**src/rtl/multicycle_ctrl_pkg.sv**
```systemverilog
// Shared definitions for the multicycle controller: state encoding, opcode
// values and the select/operation codes driven onto the datapath.
package multicycle_ctrl_pkg;

  typedef enum logic [3:0] {
    S_IDLE   = 4'd0,
    S_FETCH  = 4'd1,
    S_DECODE = 4'd2,
    S_EXEC_R = 4'd3,
    S_EXEC_I = 4'd4,
    S_ADDR   = 4'd5,
    S_MEM_RD = 4'd6,
    S_MEM_WR = 4'd7,
    S_WB_ALU = 4'd8,
    S_WB_MEM = 4'd9,
    S_BRANCH = 4'd10,
    S_JUMP   = 4'd11,
    S_HALT   = 4'd12
  } state_e;

  localparam logic [5:0] OP_RTYPE = 6'h00;
  localparam logic [5:0] OP_ITYPE = 6'h01;
  localparam logic [5:0] OP_LW    = 6'h02;
  localparam logic [5:0] OP_SW    = 6'h03;
  localparam logic [5:0] OP_BEQ   = 6'h04;
  localparam logic [5:0] OP_J     = 6'h05;
  localparam logic [5:0] OP_HALT  = 6'h3F;

  localparam logic [1:0] ALU_ADD   = 2'b00;
  localparam logic [1:0] ALU_SUB   = 2'b01;
  localparam logic [1:0] ALU_FUNCT = 2'b10;

  localparam logic [1:0] SRCB_REG     = 2'b00;
  localparam logic [1:0] SRCB_FOUR    = 2'b01;
  localparam logic [1:0] SRCB_IMM     = 2'b10;
  localparam logic [1:0] SRCB_IMM_SH2 = 2'b11;

  localparam logic [1:0] PC_ALU    = 2'b00;
  localparam logic [1:0] PC_ALUOUT = 2'b01;
  localparam logic [1:0] PC_JUMP   = 2'b10;

  function automatic logic op_is_legal(input logic [5:0] op);
    return (op == OP_RTYPE) || (op == OP_ITYPE) || (op == OP_LW) ||
           (op == OP_SW) || (op == OP_BEQ) || (op == OP_J) || (op == OP_HALT);
  endfunction

endpackage

```
**src/rtl/ctrl_decode.sv**
```systemverilog
// State-to-strobe decode for the multicycle controller. Purely combinational;
// a few strobes are qualified by mem_ready/zero within their state.
module ctrl_decode
  import multicycle_ctrl_pkg::*;
(
  input  state_e      state,
  input  logic [5:0]  opcode,
  input  logic        zero,
  input  logic        mem_ready,
  input  logic        rtype,
  output logic        mem_req,
  output logic        mem_we,
  output logic        pc_write,
  output logic        ir_write,
  output logic        mdr_write,
  output logic        reg_write,
  output logic        reg_dst,
  output logic        alu_src_a,
  output logic        wb_sel,
  output logic        illegal,
  output logic        halted,
  output logic [1:0]  alu_src_b,
  output logic [1:0]  pc_src,
  output logic [1:0]  alu_op
);

  always_comb begin
    mem_req   = 1'b0;
    mem_we    = 1'b0;
    pc_write  = 1'b0;
    ir_write  = 1'b0;
    mdr_write = 1'b0;
    reg_write = 1'b0;
    reg_dst   = 1'b0;
    alu_src_a = 1'b0;
    wb_sel    = 1'b0;
    illegal   = 1'b0;
    halted    = 1'b0;
    alu_src_b = SRCB_REG;
    pc_src    = PC_ALU;
    alu_op    = ALU_ADD;
    case (state)
      S_FETCH: begin
        mem_req   = 1'b1;
        alu_src_b = SRCB_FOUR;
        pc_write  = mem_ready;
        ir_write  = mem_ready;
      end
      // ALUOut captures the branch target while the opcode is examined.
      S_DECODE: begin
        alu_src_b = SRCB_IMM_SH2;
        illegal   = !op_is_legal(opcode);
      end
      S_EXEC_R: begin
        alu_src_a = 1'b1;
        alu_op    = ALU_FUNCT;
      end
      S_EXEC_I, S_ADDR: begin
        alu_src_a = 1'b1;
        alu_src_b = SRCB_IMM;
      end
      S_MEM_RD: begin
        mem_req   = 1'b1;
        mdr_write = mem_ready;
      end
      S_MEM_WR: begin
        mem_req = 1'b1;
        mem_we  = 1'b1;
      end
      S_WB_ALU: begin
        reg_write = 1'b1;
        reg_dst   = rtype;
      end
      S_WB_MEM: begin
        reg_write = 1'b1;
        wb_sel    = 1'b1;
      end
      S_BRANCH: begin
        alu_src_a = 1'b1;
        alu_op    = ALU_SUB;
        pc_src    = PC_ALUOUT;
        pc_write  = zero;
      end
      S_JUMP: begin
        pc_src   = PC_JUMP;
        pc_write = 1'b1;
      end
      S_HALT: halted = 1'b1;
      default: ;
    endcase
  end

endmodule

```
**src/rtl/multicycle_ctrl.sv**
```systemverilog
// Multicycle processor control FSM: sequences fetch/decode/execute/memory/
// writeback and counts retired instructions.
module multicycle_ctrl
  import multicycle_ctrl_pkg::*;
(
  input  logic        clk,
  input  logic        rst_n,
  input  logic [5:0]  opcode,
  input  logic        zero,
  input  logic        mem_ready,
  output logic        mem_req,
  output logic        mem_we,
  output logic        pc_write,
  output logic        ir_write,
  output logic        mdr_write,
  output logic        reg_write,
  output logic        reg_dst,
  output logic        alu_src_a,
  output logic        wb_sel,
  output logic        illegal,
  output logic        halted,
  output logic [1:0]  alu_src_b,
  output logic [1:0]  pc_src,
  output logic [1:0]  alu_op,
  output logic [31:0] retired
);

  state_e      state_q, state_d;
  logic [31:0] retired_q, retired_d;
  logic        rtype_q, rtype_d;

  always_ff @(posedge clk or negedge rst_n) begin
    if (!rst_n) begin
      state_q   <= S_IDLE;
      retired_q <= '0;
      rtype_q   <= 1'b0;
    end else begin
      state_q   <= state_d;
      retired_q <= retired_d;
      rtype_q   <= rtype_d;
    end
  end

  always_comb begin
    state_d = state_q;
    rtype_d = rtype_q;
    case (state_q)
      S_IDLE:  state_d = S_FETCH;
      S_FETCH: if (mem_ready) state_d = S_DECODE;
      // rtype remembers R vs I so WB_ALU can pick the destination field.
      S_DECODE: begin
        rtype_d = (opcode == OP_RTYPE);
        case (opcode)
          OP_RTYPE:      state_d = S_EXEC_R;
          OP_ITYPE:      state_d = S_EXEC_I;
          OP_LW, OP_SW:  state_d = S_ADDR;
          OP_BEQ:        state_d = S_BRANCH;
          OP_J:          state_d = S_JUMP;
          OP_HALT:       state_d = S_HALT;
          default:       state_d = S_FETCH;
        endcase
      end
      S_EXEC_R, S_EXEC_I: state_d = S_WB_ALU;
      S_ADDR:   state_d = (opcode == OP_SW) ? S_MEM_WR : S_MEM_RD;
      S_MEM_RD: if (mem_ready) state_d = S_WB_MEM;
      S_MEM_WR: if (mem_ready) state_d = S_FETCH;
      S_WB_ALU, S_WB_MEM, S_BRANCH, S_JUMP: state_d = S_FETCH;
      S_HALT:   state_d = S_HALT;
      default:  state_d = S_IDLE;
    endcase
  end

  // An instruction retires whenever control returns to FETCH, except the
  // very first fetch after reset and cycles spent waiting inside FETCH.
  always_comb begin
    retired_d = retired_q;
    if ((state_d == S_FETCH) && (state_q != S_FETCH) && (state_q != S_IDLE))
      retired_d = retired_q + 32'd1;
  end

  assign retired = retired_q;

  ctrl_decode u_decode (
    .state     (state_q),
    .opcode    (opcode),
    .zero      (zero),
    .mem_ready (mem_ready),
    .rtype     (rtype_q),
    .mem_req   (mem_req),
    .mem_we    (mem_we),
    .pc_write  (pc_write),
    .ir_write  (ir_write),
    .mdr_write (mdr_write),
    .reg_write (reg_write),
    .reg_dst   (reg_dst),
    .alu_src_a (alu_src_a),
    .wb_sel    (wb_sel),
    .illegal   (illegal),
    .halted    (halted),
    .alu_src_b (alu_src_b),
    .pc_src    (pc_src),
    .alu_op    (alu_op)
  );

endmodule

```
**config.mk**
```make
export PLATFORM = sky130hd
export DESIGN_NAME = multicycle_ctrl
export DESIGN_NICKNAME = d
export VERILOG_FILES = /design/src/rtl/multicycle_ctrl_pkg.sv /design/src/rtl/ctrl_decode.sv /design/src/rtl/multicycle_ctrl.sv
export SDC_FILE = /design/constraint.sdc
export NUM_CORES = 1
export LEC_CHECK = 0
export CORE_MARGIN = 2
export CORE_UTILIZATION = 45
export CTS_CLUSTER_SIZE = 25
export DETAILED_ROUTE_END_ITERATION = 10
export PLACE_DENSITY = 0.79
export RECOVER_POWER = 25
export SYNTH_ARGS = -nofsm -noshare
export SYNTH_HDL_FRONTEND = slang
export SYNTH_HIERARCHICAL = 1
export SYNTH_SLANG_ARGS = --single-unit
```
**constraint.sdc**
```tcl
create_clock -name clk -period 2.9 [get_ports clk]
set_input_delay 0.58 -clock clk [delete_from_list [all_inputs] [get_ports clk]]
set_output_delay 0.58 -clock clk [all_outputs]
set_load 0.02 [all_outputs]
```
==> tab_implementation.tex, run 1 <==
\begin{tabular}{lr}
\hline
Metric & Value \\
\hline
\multicolumn{2}{l}{\textbf{Status}} \\
Outcome & finished, violations left \\
Failing checks & max-capacitance violations, max-slew violations \\
\multicolumn{2}{l}{\textbf{Placement}} \\
Placement Cell Area & 3079 um\^{}2 \\
Number of port buffers & 58 \\
Half-perimeter wire length of the detailed placement result & 3834 um \\
Gp weighted congestion & 0.8758 \\
\multicolumn{2}{l}{\textbf{STA}} \\
Total Negative Setup Slacks & 0 ps \\
Min Tclk post-route & 2840 ps \\
Highest attainable clock frequency & 352.1 MHz \\
Slew headroom & -31.19\% \\
Final setup fails & 0 \\
Transition time of the tightest slew-check pin & 1968 ps \\
Final number of max-transition violations & 38 \\
Skew final & 2.646 ps \\
Number of endpoints with negative hold slack in the final report & 0 \\
Setup repair after global routing missed its margin & false \\
Final critical-path share of the clock period & 97.94\% \\
\multicolumn{2}{l}{\textbf{Route}} \\
Vias after detailed routing & 2,052 \\
Count of unresolved DRC violations after routing & 0 \\
Number of DRC violations after detailed-routing iteration 0 & 136 \\
Avg Vias per Cell & 5.429 \\
Count of antenna-violating nets left after detailed routing & 0 \\
Number of search-and-repair iterations in the first detailed-routing pass & 4 \\
Post-Route WL & 5320 um \\
Routed wire per std cell & 14.07 um \\
\multicolumn{2}{l}{\textbf{Hold path}} \\
Endpoint with the worst hold slack & rtype\_q\$\_DFFE\_PN0P\_ \\
Worst hold start & rtype\_q\$\_DFFE\_PN0P\_ \\
Cell count of the worst hold path & 2 \\
Worst min path class & register to register \\
\multicolumn{2}{l}{\textbf{Critical path}} \\
Nature of the critical path startpoint & input port \\
Critical Path End Type & output pin \\
Critical path data arrival time & 2260 ps \\
Internal reg-to-reg setup slack & 580 ps \\
Worst reg2reg endpoint & retired[30]\$\_DFFE\_PN0P\_ \\
Reg-to-reg startpoint & state\_q[1]\$\_DFF\_PN0\_ \\
Path type of the worst setup path & input port to output pin \\
Cells on worst reg2reg path & 7 \\
Crit path required time & 2320 ps \\
Worst-path maximum fanout & 6 \\
\multicolumn{2}{l}{\textbf{Pwr}} \\
Power density relative to cell area & 791.9 nW/um\^{}2 \\
Reported leakage power & 1.375 nW \\
IR Drop Worst-Case VDD & 0.6186 mV \\
\multicolumn{2}{l}{\textbf{Global route}} \\
Pin count of the biggest net entering global routing & 38 \\
Overflow left after global routing & 0 \\
Global-route usage over all layers & 18.90\% \\
First-pass GRT wire length & 9101 um \\
Antenna violations before repair & 0 \\
Number of global-route vias before repair & 1,991 \\
\multicolumn{2}{l}{\textbf{Logic synthesis}} \\
Mapped Area & 2357 um\^{}2 \\
Number of register bits inferred by synthesis & 37 \\
Part of the Yosys area used for sequential elements & 39.28\% \\
Dominant cell by count in the synthesized netlist & sky130\_fd\_sc\_hd\_\_dfrtp\_1 \\
Top flip-flop cell by instance count after synthesis & sky130\_fd\_sc\_hd\_\_dfrtp\_1 \\
Dominant cells by area after synthesis & sky130\_fd\_sc\_hd\_\_dfrtp\_1 (39\%), sky130\_fd\_sc\_hd\_\_xor2\_1 (10\%), sky130\_fd\_sc\_hd\_\_nor4\_2 (8.5\%) \\
Synthesis warning total & 6 \\
Gate count after technology mapping & 239 \\
Syn Area/Cell & 9.863 um\^{}2 \\
EDFF count, synth & 0 \\
Unique cell type count in the Yosys netlist & 50 \\
Async set or reset register ratio after synthesis & 100.0\% \\
Area share of the largest cell type after synthesis & 39.28\% \\
Syn\_nets & 250 \\
Cell taking the most area after synthesis & sky130\_fd\_sc\_hd\_\_dfrtp\_1 \\
Top cell types by occurrence after synthesis & sky130\_fd\_sc\_hd\_\_dfrtp\_1 (37), sky130\_fd\_sc\_hd\_\_xor2\_1 (28), sky130\_fd\_sc\_hd\_\_nand2\_1 (21), sky130\_fd\_sc\_hd\_\_nor4\_2 (16), sky130\_fd\_sc\_hd\_\_nor3\_1 (15) \\
\multicolumn{2}{l}{\textbf{Clock tree}} \\
CTS Root Cell & sky130\_fd\_sc\_hd\_\_clkbuf\_8 \\
CTS sink cnt & 37 \\
Clock slew at the register clock pins of the worst setup and hold paths & 70 ps \\
Buffers from clock root to sink, at most & 2 \\
Cts hold-fix bufs & 0 \\
CTS tree & done \\
Clock buffer count from CTS & 5 \\
H-tree levels & 2 \\
Clock network latency to the later pin of the worst-skew pair & 290 ps \\
\multicolumn{2}{l}{\textbf{Floorplan}} \\
Die footprint & 5833 um\^{}2 \\
\# rows & 26 \\
Initial Utilization & 46.45\% \\
Die W & 76.38 um \\
Floorplan Core Area & 5075 um\^{}2 \\
Top-level I/O count & 59 \\
Y dimension of the die & 76.38 um \\
\multicolumn{2}{l}{\textbf{Cells and area}} \\
Post-Layout Inst Area & 3197 um\^{}2 \\
Antenna Cells & 0 \\
Fraction of layout instances using a drive strength above 1 & 18.51\% \\
Layout overhead on the synthesized area & 35.62\% \\
Number of nets in the final layout & 318 \\
\multicolumn{2}{l}{\textbf{Run}} \\
Number of maximum-capacitance constraint violations & 1 \\
\hline
\end{tabular}
-- routing by layer --
metal / track usage (%) / vias to the layer above / part of all wire [%]
met3: 4.028 / 7 / 4.9
met4: 6.909 / 0 / 1.2
li1: - / 990 / -
met1: 23.62 / 993 / 45
met5: 0 / - / 0
met2: 32.21 / 62 / 49
-- layout make-up --
| type | instances | area (um^2) |
|---|---|---|
| Clock inverter | 1 | 30.03 |
| Multi-Input combinational cell | 180 | 1311 |
| Fill cell | 423 | 1878 |
| Clock buffer | 7 | 86.33 |
| Sequential cell | 37 | 928.4 |
| Tap cell | 70 | 87.58 |
| Inverter | 9 | 33.78 |
| Timing Repair Buffer | 74 | 719.4 |
-- stage by stage --
| stage | hold WS, ps | worst slack (ps) | util, % | instances | power, mW |
|---|---|---|---|---|---|
| floorplan | 284.4 | 690.3 | - | 239 | 1.610 |
| global placement | 456.7 | 81.17 | 60.68 | 370 | 2.055 |
| detailed placement | 454.7 | 31.59 | 60.68 | 370 | 2.086 |
| CTS | 412.4 | 46.91 | 62.97 | 378 | 2.551 |
| global route | 490.7 | 14.72 | 62.99 | 378 | 2.679 |
| finish | 477.4 | 59.75 | 62.99 | 378 | 2.532 |
-- worst max-delay path, stage by stage --
cell,delay (ps)
sky130_fd_sc_hd__clkdlybuf4s50_1,440
sky130_fd_sc_hd__buf_4,170
sky130_fd_sc_hd__a2111o_1,410
sky130_fd_sc_hd__o211a_1,130
sky130_fd_sc_hd__clkdlybuf4s50_1,530
-- state kept, by name, summed over array words and instances, names as in the netlist --
register,cells
retired,32
rtype_q,1
state_q,4
-- worst max path at each step --
stage	startpoint	end	slack (ps)	depth (start not counted)
6_report	opcode[2]	illegal	60	5
3_3_place_gp	opcode[5]	retired[14]$_DFFE_PN0P_	80	8
3_5_place_dp	opcode[5]	retired[2]$_DFFE_PN0P_	30	8
2_1_floorplan	opcode[3]	retired[14]$_DFFE_PN0P_	690	7
5_1_grt	opcode[2]	illegal	10	5
4_1_cts	state_q[1]$_DFF_PN0_	alu_src_b[1]	50	3
-- layout by cell type, fill, tap and decap left out, types with 3 or more instances in the layout --
master                            count
sky130_fd_sc_hd__nor4b_2              4
sky130_fd_sc_hd__xnor2_1              6
sky130_fd_sc_hd__buf_4               14
sky130_fd_sc_hd__nor3_1              15
sky130_fd_sc_hd__a21oi_1              7
sky130_fd_sc_hd__nand2b_1             7
sky130_fd_sc_hd__nand4_1              3
sky130_fd_sc_hd__xor2_1              28
sky130_fd_sc_hd__nor4_2              16
sky130_fd_sc_hd__nand2_1             21
sky130_fd_sc_hd__dfrtp_1             35
sky130_fd_sc_hd__clkdlybuf4s50_1     57
sky130_fd_sc_hd__nor2_1              14
sky130_fd_sc_hd__inv_1                9
sky130_fd_sc_hd__clkbuf_8             6
sky130_fd_sc_hd__nand3_1             13
sky130_fd_sc_hd__and3_1               7
-- where the power goes --
| part | switching (mW) | leakage [nW] | total, mW | internal, mW |
|---|---|---|---|---|
| clock | 0.181 | 0.0585 | 0.461 | 0.280 |
| sequential | 0.155 | 0.480 | 0.738 | 0.582 |
| combinational | 0.727 | 0.837 | 1.33 | 0.605 |
-- cell families (layout without fill, tap and decap cells) --
family | after synthesis | after routing | synth area share [%]
AO/OA/AOI/OAI | 25 | 25 | 8.015
XOR/XNOR | 34 | 34 | 12.63
adder cells (fa/ha/maj) | 1 | 1 | 0.5307
buffers and inverters | 22 | 91 | 5.095
flip-flops | 37 | 37 | 39.28
multiplexers | 1 | 1 | 0.4777
AND/OR/NAND/NOR | 119 | 119 | 33.97
-- repair_timing --
item | 4_1_cts | 5_1_grt
gates resized for setup | 0 | 2
hold endpoints to repair | 0 | 0
setup buffers | 0 | 0
setup endpoints to repair | 0 | 3
Power figures use the tool's default switching activity.
==> run 2, diff against run 1 <==
- PLACE_DENSITY: 0.79 -> default
- PLACE_DENSITY_LB_ADDON: default -> 0.15
==> run 2 against run 1 <==
The run still ends with max-capacitance violations, max-slew violations left. Combinational power up 4%. Critical path type unchanged. Final cell count down 1.1%. Utilization down 1.1 points. Register-to-register slack worse by 30 ps. Critical endpoint is now pc_write. Clock skew up 4.1 ps.
==> tab_implementation.tex, run 2 (synthesis results as in run 1) <==
\begin{tabular}{lr}
\hline
Metric & Value \\
\hline
\multicolumn{2}{l}{\textbf{Status}} \\
Outcome & finished, violations left \\
Failing checks & max-capacitance violations, max-slew violations \\
\multicolumn{2}{l}{\textbf{Cells and area}} \\
Antenna Cells & 0 \\
Most common cell after layout, fill and taps aside & sky130\_fd\_sc\_hd\_\_clkdlybuf4s50\_1 \\
Layout overhead on the synthesized area & 33.33\% \\
Number of nets in the final layout & 314 \\
Max reg flops & 32 \\
Commonest cells after routing, fill and taps aside & sky130\_fd\_sc\_hd\_\_clkdlybuf4s50\_1 (57), sky130\_fd\_sc\_hd\_\_dfrtp\_1 (37), sky130\_fd\_sc\_hd\_\_xor2\_1 (28), sky130\_fd\_sc\_hd\_\_nand2\_1 (21), sky130\_fd\_sc\_hd\_\_nor4\_2 (16) \\
Post-route insts no fill & 374 \\
Fraction of layout instances using a drive strength above 1 & 16.78\% \\
\multicolumn{2}{l}{\textbf{Placement}} \\
Half-perimeter wire length of the detailed placement result & 3495 um \\
Gp weighted congestion & 0.7479 \\
DP Worst Slack & 13.35 ps \\
Number of port buffers & 58 \\
Placed Instances & 366 \\
\multicolumn{2}{l}{\textbf{Floorplan}} \\
\# rows & 26 \\
Top-level I/O count & 59 \\
Y dimension of the die & 76.38 um \\
Die W & 76.38 um \\
Initial Utilization & 46.45\% \\
Die footprint & 5833 um\^{}2 \\
Floorplan Core Area & 5075 um\^{}2 \\
\multicolumn{2}{l}{\textbf{Clock tree}} \\
Buffers from clock root to sink, at most & 2 \\
Post\_cts resized & 0 \\
H-tree levels & 2 \\
Clock network latency to the later pin of the worst-skew pair & 290 ps \\
CTS sink cnt & 37 \\
Clock buffer count from CTS & 5 \\
Post-CTS setup-driven buffer insertion count & 0 \\
Cts hold-fix bufs & 0 \\
Clock slew at the register clock pins of the worst setup and hold paths & 70 ps \\
CTS Root Cell & sky130\_fd\_sc\_hd\_\_clkbuf\_8 \\
CTS tree & done \\
\multicolumn{2}{l}{\textbf{STA}} \\
Worst hold margin & 479.9 ps \\
Number of endpoints with negative hold slack in the final report & 0 \\
Final setup fails & 0 \\
Highest attainable clock frequency & 365.1 MHz \\
Slew headroom & -32.23\% \\
Min Tclk post-route & 2739 ps \\
Final critical-path share of the clock period & 94.45\% \\
Transition time of the tightest slew-check pin & 1984 ps \\
Post-route worst setup slack & 161.0 ps \\
Total Negative Setup Slacks & 0 ps \\
Final number of max-transition violations & 38 \\
Setup repair after global routing missed its margin & false \\
Skew final & 6.726 ps \\
\multicolumn{2}{l}{\textbf{Route}} \\
Count of antenna-violating nets left after detailed routing & 0 \\
Avg Vias per Cell & 5.184 \\
Routed wire per std cell & 13.31 um \\
Number of DRC violations after detailed-routing iteration 0 & 70 \\
Post-Route WL & 4977 um \\
Count of unresolved DRC violations after routing & 0 \\
Vias after detailed routing & 1,939 \\
Number of search-and-repair iterations in the first detailed-routing pass & 4 \\
\multicolumn{2}{l}{\textbf{Critical path}} \\
Nature of the critical path startpoint & input port \\
Critical path data arrival time & 2160 ps \\
Worst-path maximum fanout & 8 \\
Critical Path End Type & output pin \\
Crit path required time & 2320 ps \\
Path type of the worst setup path & input port to output pin \\
\multicolumn{2}{l}{\textbf{Global route}} \\
Most crowded layer after global routing & met2 \\
Met2 Usage GRT & 27.96\% \\
Pin count of the biggest net entering global routing & 38 \\
First-pass GRT wire length & 8714 um \\
Number of global-route vias before repair & 1,842 \\
Met1 Track Usage GR & 25.40\% \\
Routing usage on met3 & 4.147\% \\
Global-route usage over all layers & 18.01\% \\
Overflow left after global routing & 0 \\
Antenna violations before repair & 0 \\
\multicolumn{2}{l}{\textbf{Pwr}} \\
Combinational share of power & 57.0\% \\
Post-route total power & 2.425 mW \\
Reported leakage power & 1.350 nW \\
Sw frac & 43.49\% \\
IR Drop Worst-Case VDD & 0.6986 mV \\
Clk network pwr share & 14.3\% \\
Psw & 1.055 mW \\
Power density relative to cell area & 771.6 nW/um\^{}2 \\
Internal power component & 1.371 mW \\
Register share of total power & 28.7\% \\
\multicolumn{2}{l}{\textbf{Run}} \\
Number of maximum-capacitance constraint violations & 1 \\
\multicolumn{2}{l}{\textbf{Hold path}} \\
Worst min path class & register to register \\
\hline
\end{tabular}
==> run 2: cell types whose count changed in the layout (fill, tap and decap cells not counted), moves of 2 or more <==
cell | before | now
sky130_fd_sc_hd__buf_4 | 14 | 9
sky130_fd_sc_hd__clkinv_2 | 0 | 2
sky130_fd_sc_hd__dfrtp_2 | 2 | 0
sky130_fd_sc_hd__dfrtp_1 | 35 | 37
==> run 2: final cells by class <==
cell class,count,area (um^2)
repair buffers,70,701.9
fillers,452,1932
multi-input cells,180,1311
inverters,9,33.78
flip-flops and latches,37,925.9
well taps,70,87.58
clock inverters,2,10.01
clock buffers,6,72.57
==> run 2: per-layer routing <==
metal  routed length [um]  part of all wire [%]  vias up
met5                    0                     0        -
met4                   49                  0.98        0
met3                  202                   4.1        7
met2                 2238                    45       38
met1                 2486                    50      911
li1                     -                     -      983
==> run 2: final timing paths <==
kind                                      startpoint                      end  slack [ps]  cells after the start
worst min register to register   rtype_q$_DFFE_PN0P_      rtype_q$_DFFE_PN0P_         480                      2
min in group asynchronous                      rst_n  retired[19]$_DFFE_PN0P_         830                      1
worst max-delay path                       mem_ready                 pc_write         160                      4
max in group asynchronous                      rst_n   retired[2]$_DFFE_PN0P_         910                      1
worst max register to register  state_q[0]$_DFF_PN0_  retired[16]$_DFFE_PN0P_         550                      8
worst min-delay path             rtype_q$_DFFE_PN0P_      rtype_q$_DFFE_PN0P_         480                      2
==> run 2: metrics by stage <==
stage,cell area (um^2),util (%)
finish,3143,61.93
CTS,3144,61.96
detailed placement,3062,60.33
global route,3143,61.93
global placement,3062,60.33
floorplan,2357,-
==> run 2: critical path, stage by stage <==
cell	delay, ps
sky130_fd_sc_hd__clkdlybuf4s50_1	620
sky130_fd_sc_hd__nand4bb_1	180
sky130_fd_sc_hd__a21oi_1	160
sky130_fd_sc_hd__clkdlybuf4s50_1	610
==> run 2: power groups by stage <==
stage          Clock (mW)  Combinational, mW  Sequential [mW]
2_1_floorplan           0              0.914            0.696
3_3_place_gp            0               1.38            0.704
3_5_place_dp            0               1.38            0.706
4_1_cts             0.358               1.39            0.697
5_1_grt             0.384               1.49            0.716
6_report            0.346               1.38            0.697
==> run 3, diff against run 2 <==
- CORE_UTILIZATION: 45 -> 35
- PLACE_DENSITY_LB_ADDON: 0.15 -> default
==> run 3 against run 2 <==
The run still ends with max-capacitance violations, max-slew violations left. Sequential power rose by 2%. Global-route usage fell by 3.0 points. Routed wire length grew 5.4%. Clock power increased by 5.8%. First-iteration DRC count is 5.7% lower. Critical path depth rose by 1. Via count is 2.0% higher. Final cell count grew 2.9%. Non-clock buffer count is 5 higher. Worst hold slack got worse by 13 ps. Maximum frequency is 1.5% lower. Flip-flop and latch count stayed put.
==> tab_implementation.tex, run 3 (synthesis results as in run 1) <==
\begin{tabular}{lr}
\hline
Metric & Value \\
\hline
\multicolumn{2}{l}{\textbf{STA}} \\
Final setup fails & 0 \\
Final critical-path share of the clock period & 95.90\% \\
Number of endpoints with negative hold slack in the final report & 0 \\
Skew final & 4.415 ps \\
Transition time of the tightest slew-check pin & 1970 ps \\
Min Tclk post-route & 2781 ps \\
Slew headroom & -31.35\% \\
Setup repair after global routing missed its margin & false \\
Total Negative Setup Slacks & 0 ps \\
Highest attainable clock frequency & 359.6 MHz \\
Final number of max-transition violations & 38 \\
Post-route worst setup slack & 119.0 ps \\
\multicolumn{2}{l}{\textbf{Pwr}} \\
Combinational share of power & 55.8\% \\
Reported leakage power & 1.366 nW \\
Register share of total power & 29.2\% \\
IR Drop Worst-Case VDD & 0.5636 mV \\
Psw & 1.052 mW \\
Clk network pwr share & 15.0\% \\
Sw frac & 43.18\% \\
Internal power component & 1.384 mW \\
Power density relative to cell area & 765.4 nW/um\^{}2 \\
\multicolumn{2}{l}{\textbf{Critical path}} \\
Path type of the worst setup path & input port to output pin \\
Critical path data arrival time & 2200 ps \\
Worst-path maximum fanout & 5 \\
Nature of the critical path startpoint & input port \\
Worst reg2reg endpoint & retired[29]\$\_DFFE\_PN0P\_ \\
Crit path required time & 2320 ps \\
Internal reg-to-reg setup slack & 480 ps \\
Critical Path End Type & output pin \\
Cells on worst reg2reg path & 7 \\
Reg-to-reg startpoint & state\_q[1]\$\_DFF\_PN0\_ \\
\multicolumn{2}{l}{\textbf{Cells and area}} \\
Number of nets in the final layout & 319 \\
Commonest cells after routing, fill and taps aside & sky130\_fd\_sc\_hd\_\_clkdlybuf4s50\_1 (57), sky130\_fd\_sc\_hd\_\_dfrtp\_1 (36), sky130\_fd\_sc\_hd\_\_xor2\_1 (28), sky130\_fd\_sc\_hd\_\_nand2\_1 (21), sky130\_fd\_sc\_hd\_\_nor4\_2 (16) \\
Most common cell after layout, fill and taps aside & sky130\_fd\_sc\_hd\_\_clkdlybuf4s50\_1 \\
Layout overhead on the synthesized area & 34.98\% \\
Max reg flops & 32 \\
Count of fill cells added during filler insertion & 604 \\
Fraction of layout instances using a drive strength above 1 & 18.18\% \\
Antenna Cells & 0 \\
\multicolumn{2}{l}{\textbf{Hold path}} \\
Endpoint with the worst hold slack & retired[31]\$\_DFFE\_PN0P\_ \\
Worst min path class & register to register \\
Cell count of the worst hold path & 1 \\
Worst hold start & retired[31]\$\_DFFE\_PN0P\_ \\
\multicolumn{2}{l}{\textbf{Clock tree}} \\
Post-CTS setup-driven buffer insertion count & 0 \\
Clock slew at the register clock pins of the worst setup and hold paths & 70 ps \\
CTS tree & done \\
Clock network latency to the later pin of the worst-skew pair & 280 ps \\
Cts hold-fix bufs & 0 \\
CTS Root Cell & sky130\_fd\_sc\_hd\_\_clkbuf\_8 \\
Post\_cts resized & 0 \\
Buffers from clock root to sink, at most & 2 \\
CTS sink cnt & 37 \\
Clock buffer count from CTS & 5 \\
H-tree levels & 2 \\
\multicolumn{2}{l}{\textbf{Global route}} \\
Most crowded layer after global routing & met2 \\
Overflow left after global routing & 0 \\
Number of global-route vias before repair & 1,907 \\
First-pass GRT wire length & 9059 um \\
Routing usage on met3 & 4.812\% \\
Met2 Usage GRT & 22.90\% \\
Pin count of the biggest net entering global routing & 38 \\
Met1 Track Usage GR & 20.97\% \\
Global-route usage over all layers & 15.01\% \\
Antenna violations before repair & 0 \\
\multicolumn{2}{l}{\textbf{Floorplan}} \\
Die W & 86.07 um \\
Floorplan Core Area & 6422 um\^{}2 \\
Y dimension of the die & 86.07 um \\
Die footprint & 7407 um\^{}2 \\
Top-level I/O count & 59 \\
\# rows & 29 \\
Initial Utilization & 36.70\% \\
\multicolumn{2}{l}{\textbf{Placement}} \\
Gp weighted congestion & 0.7918 \\
Number of port buffers & 58 \\
DP Worst Slack & 55.34 ps \\
Half-perimeter wire length of the detailed placement result & 3830 um \\
\multicolumn{2}{l}{\textbf{Route}} \\
Avg Vias per Cell & 5.138 \\
Count of unresolved DRC violations after routing & 0 \\
Number of DRC violations after detailed-routing iteration 0 & 66 \\
Number of search-and-repair iterations in the first detailed-routing pass & 4 \\
Count of antenna-violating nets left after detailed routing & 0 \\
Vias after detailed routing & 1,978 \\
Routed wire per std cell & 13.63 um \\
Post-Route WL & 5247 um \\
\multicolumn{2}{l}{\textbf{Run}} \\
Number of maximum-capacitance constraint violations & 1 \\
\multicolumn{2}{l}{\textbf{Status}} \\
Failing checks & max-capacitance violations, max-slew violations \\
Outcome & finished, violations left \\
\hline
\end{tabular}
[run 3: cell count changes in the layout (fill, tap and decap cells not counted)]
cell | before | now
sky130_fd_sc_hd__dfrtp_1 | 37 | 36
sky130_fd_sc_hd__buf_4 | 9 | 15
sky130_fd_sc_hd__dfrtp_2 | 0 | 1
sky130_fd_sc_hd__clkbuf_8 | 5 | 6
sky130_fd_sc_hd__buf_12 | 3 | 2
sky130_fd_sc_hd__clkinv_2 | 2 | 0
[run 3: routing by layer]
layer	part of all wire, %	vias to the layer above
met1	48	927
met2	44	51
met5	0	-
li1	-	996
met4	0.67	0
met3	6.5	4
[run 3: worst max path at each step]
stage	from	slack [ps]	end	cells past startpoint
2_1_floorplan	opcode[3]	690	retired[14]$_DFFE_PN0P_	7
3_3_place_gp	opcode[2]	90	retired[28]$_DFFE_PN0P_	8
3_5_place_dp	opcode[2]	60	retired[21]$_DFFE_PN0P_	8
4_1_cts	state_q[3]$_DFF_PN0_	100	reg_dst	3
5_1_grt	state_q[1]$_DFF_PN0_	20	alu_src_b[1]	3
6_report	opcode[3]	120	illegal	5
[run 3: final cells by class]
class                   count  area (um^2)  share of cell area (%)
well taps                  77        96.34                   3.028
repair buffers             75        726.9                   22.85
inverters                   9        33.78                   1.062
clock buffers               7        86.33                   2.713
flip-flops and latches     37        927.1                   29.14
multi-input cells         180         1311                   41.21
[run 3: per-stage QoR]
stage,hold WS (ps),cells,area [um^2],power (mW),utilization [%]
after floorplan,284.4,239,2357,1.610,-
after global placement,462.4,378,3095,2.079,48.20
after detailed placement,462.3,378,3095,2.082,48.20
after CTS,425.7,385,3182,2.456,49.54
after global routing,488.1,385,3182,2.606,49.54
final,466.9,385,3182,2.435,49.54
[run 3: worst max-delay path, cell delays in order]
cell	delay (ps)
sky130_fd_sc_hd__clkdlybuf4s50_1	420
sky130_fd_sc_hd__buf_4	160
sky130_fd_sc_hd__a2111o_1	380
sky130_fd_sc_hd__o211a_1	130
sky130_fd_sc_hd__clkdlybuf4s50_1	530
[run 3: power by group through the flow]
| stage | Combinational, mW | Sequential (mW) | Clock, mW |
|---|---|---|---|
| finish | 1.36 | 0.711 | 0.366 |
| global route | 1.47 | 0.735 | 0.402 |
| floorplan | 0.914 | 0.696 | 0 |
| global placement | 1.36 | 0.723 | 0 |
| detailed placement | 1.36 | 0.721 | 0 |
| CTS | 1.37 | 0.712 | 0.377 |
